==> src/rtl/ram_rr_arbiter.sv <==
// ram_rr_arbiter: two-requester round-robin arbiter/sequencer for a single-port RAM with bounded lock bursts.
// Optional statistics counters are enabled by defining RAM_ARB_STATS_EN.
module ram_rr_arbiter #(
    parameter int DATA_WIDTH = 8,
    parameter int ADDR_WIDTH = 8,
    parameter int MAX_BURST  = 4
) (
    input  logic                  clk,
    input  logic                  rst,
    input  logic                  req_valid_0,
    output logic                  req_ready_0,
    input  logic                  req_we_0,
    input  logic                  req_lock_0,
    input  logic [ADDR_WIDTH-1:0] req_addr_0,
    input  logic [DATA_WIDTH-1:0] req_wdata_0,
    input  logic                  req_valid_1,
    output logic                  req_ready_1,
    input  logic                  req_we_1,
    input  logic                  req_lock_1,
    input  logic [ADDR_WIDTH-1:0] req_addr_1,
    input  logic [DATA_WIDTH-1:0] req_wdata_1,
    output logic                  rsp_valid_0,
    output logic [DATA_WIDTH-1:0] rsp_rdata_0,
    output logic                  rsp_valid_1,
    output logic [DATA_WIDTH-1:0] rsp_rdata_1,
    output logic                  ram_we,
    output logic [ADDR_WIDTH-1:0] ram_addr,
    output logic [DATA_WIDTH-1:0] ram_data_in,
    input  logic [DATA_WIDTH-1:0] ram_data_out
`ifdef RAM_ARB_STATS_EN
    ,
    output logic [15:0]           grant_cnt_0,
    output logic [15:0]           grant_cnt_1,
    output logic [15:0]           stall_cnt_0,
    output logic [15:0]           stall_cnt_1
`endif
);

    typedef enum logic [1:0] {IDLE, OWN0, OWN1} state_t;

    state_t                state, state_nxt;
    logic                  last_grant;
    logic [3:0]            burst_cnt, burst_nxt, burst_base;
    logic                  grant_0, grant_1, any_grant, lock_g, keep;
    logic [ADDR_WIDTH-1:0] addr_q;
    logic [DATA_WIDTH-1:0] wdata_q;

    // Grant selection: owner first, otherwise round-robin against last_grant; nothing granted in reset
    always_comb begin
        grant_0 = 1'b0;
        grant_1 = 1'b0;
        if (!rst) begin
            case (state)
                OWN0: begin
                    grant_0 = req_valid_0;
                    grant_1 = !req_valid_0 && req_valid_1;
                end
                OWN1: begin
                    grant_1 = req_valid_1;
                    grant_0 = !req_valid_1 && req_valid_0;
                end
                default: begin
                    grant_0 = req_valid_0 && (!req_valid_1 || last_grant);
                    grant_1 = req_valid_1 && (!req_valid_0 || !last_grant);
                end
            endcase
        end
    end

    // Lock bookkeeping: a burst continues only for the current owner, a new grantee starts from zero
    always_comb begin
        any_grant  = grant_0 || grant_1;
        lock_g     = grant_1 ? req_lock_1 : req_lock_0;
        burst_base = ((state == OWN0 && grant_0) || (state == OWN1 && grant_1)) ? burst_cnt : 4'd0;
        keep       = any_grant && lock_g && (({28'd0, burst_base} + 32'd1) < 32'(MAX_BURST));
        state_nxt  = keep ? (grant_1 ? OWN1 : OWN0) : IDLE;
        burst_nxt  = keep ? burst_base + 4'd1 : 4'd0;
    end

    // RAM port drive: muxed from the grantee, address/data hold their last values when idle
    always_comb begin
        req_ready_0 = grant_0;
        req_ready_1 = grant_1;
        ram_we      = any_grant && (grant_1 ? req_we_1 : req_we_0);
        ram_addr    = any_grant ? (grant_1 ? req_addr_1 : req_addr_0) : addr_q;
        ram_data_in = any_grant ? (grant_1 ? req_wdata_1 : req_wdata_0) : wdata_q;
        rsp_rdata_0 = rsp_valid_0 ? ram_data_out : '0;
        rsp_rdata_1 = rsp_valid_1 ? ram_data_out : '0;
    end

    // State, round-robin pointer, held RAM drive and one-cycle read response tags
    always_ff @(posedge clk or posedge rst) begin
        if (rst) begin
            state       <= IDLE;
            burst_cnt   <= 4'd0;
            last_grant  <= 1'b1;
            addr_q      <= '0;
            wdata_q     <= '0;
            rsp_valid_0 <= 1'b0;
            rsp_valid_1 <= 1'b0;
        end else begin
            state       <= state_nxt;
            burst_cnt   <= burst_nxt;
            last_grant  <= any_grant ? grant_1 : last_grant;
            addr_q      <= ram_addr;
            wdata_q     <= ram_data_in;
            rsp_valid_0 <= grant_0 && !req_we_0;
            rsp_valid_1 <= grant_1 && !req_we_1;
        end
    end

`ifdef RAM_ARB_STATS_EN
    // Saturating grant and stall counters per requester
    always_ff @(posedge clk or posedge rst) begin
        if (rst) begin
            grant_cnt_0 <= 16'd0;
            grant_cnt_1 <= 16'd0;
            stall_cnt_0 <= 16'd0;
            stall_cnt_1 <= 16'd0;
        end else begin
            grant_cnt_0 <= (grant_0 && grant_cnt_0 != 16'hFFFF) ? grant_cnt_0 + 16'd1 : grant_cnt_0;
            grant_cnt_1 <= (grant_1 && grant_cnt_1 != 16'hFFFF) ? grant_cnt_1 + 16'd1 : grant_cnt_1;
            stall_cnt_0 <= (req_valid_0 && !grant_0 && stall_cnt_0 != 16'hFFFF) ? stall_cnt_0 + 16'd1 : stall_cnt_0;
            stall_cnt_1 <= (req_valid_1 && !grant_1 && stall_cnt_1 != 16'hFFFF) ? stall_cnt_1 + 16'd1 : stall_cnt_1;
        end
    end
`endif

endmodule
==> config.mk <==
export PLATFORM = sky130hd
export DESIGN_NAME = ram_rr_arbiter
export DESIGN_NICKNAME = d
export VERILOG_FILES = /design/src/rtl/ram_rr_arbiter.sv
export SDC_FILE = /design/constraint.sdc
export NUM_CORES = 1
export LEC_CHECK = 0
export ABC_AREA = 1
export CORE_MARGIN = 2
export CORE_UTILIZATION = 41
export CTS_CLUSTER_SIZE = 40
export DETAILED_ROUTE_END_ITERATION = 8
export PLACE_DENSITY = 0.94
export SYNTH_ARGS = -nofsm -noshare
export SYNTH_HDL_FRONTEND = slang
export SYNTH_SLANG_ARGS = --single-unit
==> constraint.sdc <==
create_clock -name clk -period 4.1 [get_ports clk]
set_input_delay 0.82 -clock clk [delete_from_list [all_inputs] [get_ports clk]]
set_output_delay 0.82 -clock clk [all_outputs]
set_load 0.1 [all_outputs]
### Word level (Yosys, flattened, before mapping)

Cells that the tools add are included.

* $add $sub $neg: 2
* multiply operators: 0
* divide/modulo/power cells: 0
* magnitude comparators: 1
* eq/ne operators: 2
* shifts and indexed selects: 0
* multiplexer cells: 16
* bitwise logic cells: 0
* reductions and logical operators: 20

Operator list (count)
* two-way mux 8 bit: 6
* logical AND 1 bit: 11
* two-way mux 4 bit: 2
* adder 4 x 1 -> 5 bit, second input constant: 1
* zero test 1 bit: 5
* less-than comparator 5 x 3 -> 1 bit, second input constant: 1
* adder 4 x 1 -> 4 bit, second input constant: 1
* logical OR 1 bit: 4
* two-way mux 1 bit: 4
* two-way mux 2 bit: 2
* one-hot mux 1 bit (2 select lines): 2
* equality test 2 x 1 -> 1 bit, second input constant: 1
* equality test 2 bit, second input constant: 1

* register bits: 25
* latch bits: 0
* bits in writable memories: 0
* memory bits (read-only): 0
* output and inout bits: 37
* word-level logic and storage cells: 48
* memories: 0

### Logic depth before layout (Yosys ltp)

* word-level depth: 12
* gate-level depth with buffers: 9

### Worst setup path before layout

OpenSTA, ideal clock, no wires.

* path kind: input port to output port
* start: input rst
* end: output ram_we
* arrival: 3.872 ns
* data required time: 3.280 ns
* slack: -0.592 ns
* stages: 4
* buffers on the path: 1
* cell sequence: inv_1 o21ai_2 buf_6 nor3_1

* word-level cells in the longest chain between the ends: 3
* elaborated cells between the ends (all ways): 5
* classes of those cells: 3 x mux; 2 x reduce/logical

RTL lines
* start: declaration: RTL line 9 `input logic rst,`
* two-way mux 1 bit: RTL line 52 `if (!rst) begin`
* two-way mux 1 bit or logical OR 1 bit (tied branches): RTL line 84, 72
* logical AND 1 bit *: RTL line 84 `ram_we = any_grant && (grant_1 ? req_we_1 : req_we_0);`
* end: declaration: RTL line 26 `output logic ram_we,`

Every way passes the cells marked *; elsewhere a longest branch is shown, timed or not.

### Worst setup path after layout

* start: input req_valid_0
* end: output ram_we

* word-level cells in the longest chain between the ends: 7
* elaborated cells between the ends (all ways): 13
* classes of those cells: 5 x mux; 8 x reduce/logical

RTL lines
* start: declaration: RTL line 10 `input logic req_valid_0,`
* zero test 1 bit: RTL line 56, 64
* logical OR 1 bit: RTL line 64 `grant_1 = req_valid_1 && (!req_valid_0 || !last_grant);`
* logical AND 1 bit: RTL line 64
* one-hot mux 1 bit (2 select lines): RTL line 53 `case (state)`
* two-way mux 1 bit: RTL line 52
* two-way mux 1 bit or logical OR 1 bit (tied branches): RTL line 84, 72
* logical AND 1 bit *: RTL line 84

Marks and branches as above.

==> run summary <==
The core region is 3390 um^2. The slew of the pin with the lowest slew margin is 0.9601 ns, and the final critical-path share of the clock period is 81.94%. The floorplan step set the die width to 63.96 um. The number of hold buffers added after cts was 0. The number of max-slew violations in the final report was 0. The worst setup path is of the in2out kind.

The logs give 38 for the largest net degree at the start of global routing and 0 for the number of maximum-capacitance violations. After detailed placement, the design holds a cell count of 321. Clock-pin slew on the worst setup and hold paths: 0.13 ns. Clock tree root buffer cell: clkbuf_4. The synthesized area divided by synthesized cell count was 7.520 um^2.

The number of global-route vias before repair was 1,444; the global route total overflow was 0. The run gives 2947 um as the placed wire-length estimate after detailed placement. The first routing iteration left 35 violations. Cells with a size suffix above 1 make up 22.58% of the layout. The run gives 0.5307 ns as the final worst hold slack. Among cell families on the critical path, the largest total delay comes from buffers and inverters. The total negative setup slack is 0 ns, and the number of antenna violations at the first check in global routing is 0. Data arrives at the worst endpoint at 2.54 ns. On the critical path, the stage with the largest delay is an instance of clkdlybuf4s50_1. For the worst-skew pair, the clock arrives at the later sink with an insertion delay of 0.31 ns.

The final route contains 1,475 vias. The die covers 4090 um^2. In this run the static leakage power is 1.323 nW. The total power is 0.8696 mW, and the final wirelength is 3689 um.

For this run, the register share of the synthesized area comes to 42.53%. The run finished with clean final reports. Setup repair after global routing left no endpoint under its margin. The library cell used most frequently in the layout, excluding fill and tap cells, is nand2_1. In this run the worst hold path is classified as reg2reg.

The number of antenna diodes in the final layout is 0. The number of gates resized after cts is 0, and the number of nets with antenna violations after detailed routing is 0. For the final net count, the log shows 329. The highest net fanout along the worst path came out at 37.

The starting utilization of the core area came out at 43.48%. The tools report the number of I/O pins as 85. The worst setup path is launched from an input pin. The die is 63.96 um tall.

The vias per cell is 4.538. The reg2reg setup slack is 2.44 ns. For the routability congestion estimate, the log shows 0.7314. The run gives 3.28 ns as the data required time of the critical path.

Yosys printed 0 warnings. The number of setup buffers added after CTS is 0, and the post-synthesis register bit count is 25. Leaving out filler cells and counting taps, the final layout contains 325. Synthesis handed over a netlist of 196 instances. The first detailed-routing pass took 3 iterations. The logs give 3 for the clock buffer count from CTS and 0 for the count of endpoints failing hold in the final timing report. For the final database, setup skew stands at 0.01060 ns. In the layout the commonest cells are 55 x nand2_1, 49 x clkdlybuf4s50_1, 44 x inv_1. Number of levels the H-tree was split into: 1. The biggest cell delay along the critical path is 0.51 ns, and the maximum number of buffers from clock root to sink is 2.

Row generation in the floorplan step produced 21 rows. Total setup violations reported at the end of the flow: 0. After detailed routing, the average wire length per cell comes to 11.35 um. The mapped netlist covers 1474 um^2.

STA classifies the critical path endpoint as an output port. Area growth from synthesis to layout: 67.40%. TritonCTS built the clock tree. In the global route stage, overall resource usage came out at 19.26%. The first global-routing pass estimated 6237 um of wire. The DRC violation count after routing is 0. For this run, the top clock speed supported by timing is 0.2977 GHz. The number of buffers and inverters on the critical path came out at 3. The total power density per cell area was 352.4 nW/um^2; the number of sinks handled by clock tree synthesis was 25. The tools report the layout filler cell count as 263. Subtracting the final worst setup slack from the clock period gives 3.360 ns. The run gives 35.79% as the max-slew headroom at the worst pin. The signal on the critical path passes through clkdlybuf4s50_1, inv_1, a21oi_1, nand2_2, nand2_4, nor2_1, nor3_2, buf_12.

Total of buffers placed on input and output ports: 84. The maximum ir drop on the vdd rail is 0.0002027 V. The number of different library cells used by synthesis comes to 26.
-- state kept, by name (all words and copies together), names as in the netlist --
name and flops:
burst_cnt 4, addr_q 8, last_grant 1, state 2, wdata_q 8, rsp_valid_1 1, rsp_valid_0 1
-- stage by stage --
step                      util (%)  instance area, um^2  setup WS (ns)
after floorplan                  -                 1483         0.2521
after global placement       72.02                 2441         0.7750
after detailed placement     72.02                 2441         0.7259
after CTS                    72.79                 2467         0.7284
after global routing         72.79                 2467         0.5563
final                        72.79                 2467         0.7404
-- tightest hold or removal path, stage by stage, from the launching register on --
cell	delay [ns]
dfstp_2	0.39
inv_1	0.07
o21ai_0	0.09
-- final timing paths --
kind	start	to	cells after the start
setup / recovery	req_valid_0	ram_we	8
hold / removal	last_grant	last_grant	2
setup reg to reg	state[0]	state[1]	9
hold reg to reg	last_grant	last_grant	2
max in group asynchronous	rst	last_grant	3
min in group asynchronous	rst	addr_q[1]	3
-- power breakdown --
part	internal (mW)	switching, mW
registers	0.274	0.0107
logic	0.162	0.313
clock network	0.0379	0.0718
total	0.474	0.396
-- area by class of cell --
class,count,area [um^2],area share (%)
Clock buffer,4,26.28,1.065
Tap cell,46,57.56,2.333
Multi-Input combinational cell,119,606.8,24.59
Sequential cell,25,626.9,25.41
Inverter,45,168.9,6.846
Timing Repair Buffer,86,980.9,39.76
-- kinds of logic after synthesis --
kind of cell	after synthesis	synth area share, %
DFF	25	42.53
adders and majority gates	1	0.8488
and+or+nand+nor	77	22.58
AOI/OAI and AO/OA	39	16.89
other	1	0.2544
buffers and inverters	53	16.89
-- synthesized netlist by cell type --
master / count / area share (%)
a21boi_0: 2 / 1.0
a21oi_1: 5 / 1.7
a21oi_2: 12 / 7.1
and2_1: 1 / 0.42
buf_12: 1 / 1.4
buf_2: 1 / 0.34
buf_6: 3 / 2.3
clkbuf_1: 2 / 0.51
clkbuf_8: 1 / 0.93
conb_1: 1 / 0.25
dfrtp_1: 24 / 41
dfstp_2: 1 / 1.8
ha_1: 1 / 0.85
inv_1: 44 / 11
inv_2: 1 / 0.25
nand2_1: 55 / 14
nand2_2: 4 / 1.7
nand2_4: 1 / 0.76
nand3_1: 3 / 1.0
nand3_2: 1 / 0.68
nor2_1: 6 / 1.5
nor2_4: 1 / 0.76
nor3_1: 5 / 1.7
o21ai_0: 7 / 2.4
o21ai_1: 12 / 4.1
o21ai_2: 1 / 0.59
-- routing by layer --
metal | vias up | part of all wire [%] | wire (um) | track usage, %
li1 | 757 | - | - | -
met1 | 655 | 37 | 1379 | 19.50
met2 | 59 | 53 | 1943 | 37.37
met3 | 4 | 8.9 | 327 | 6.162
met4 | 0 | 1.1 | 39 | 4.891
met5 | - | 0 | 0 | 0
(Power assumes the default switching activity.)
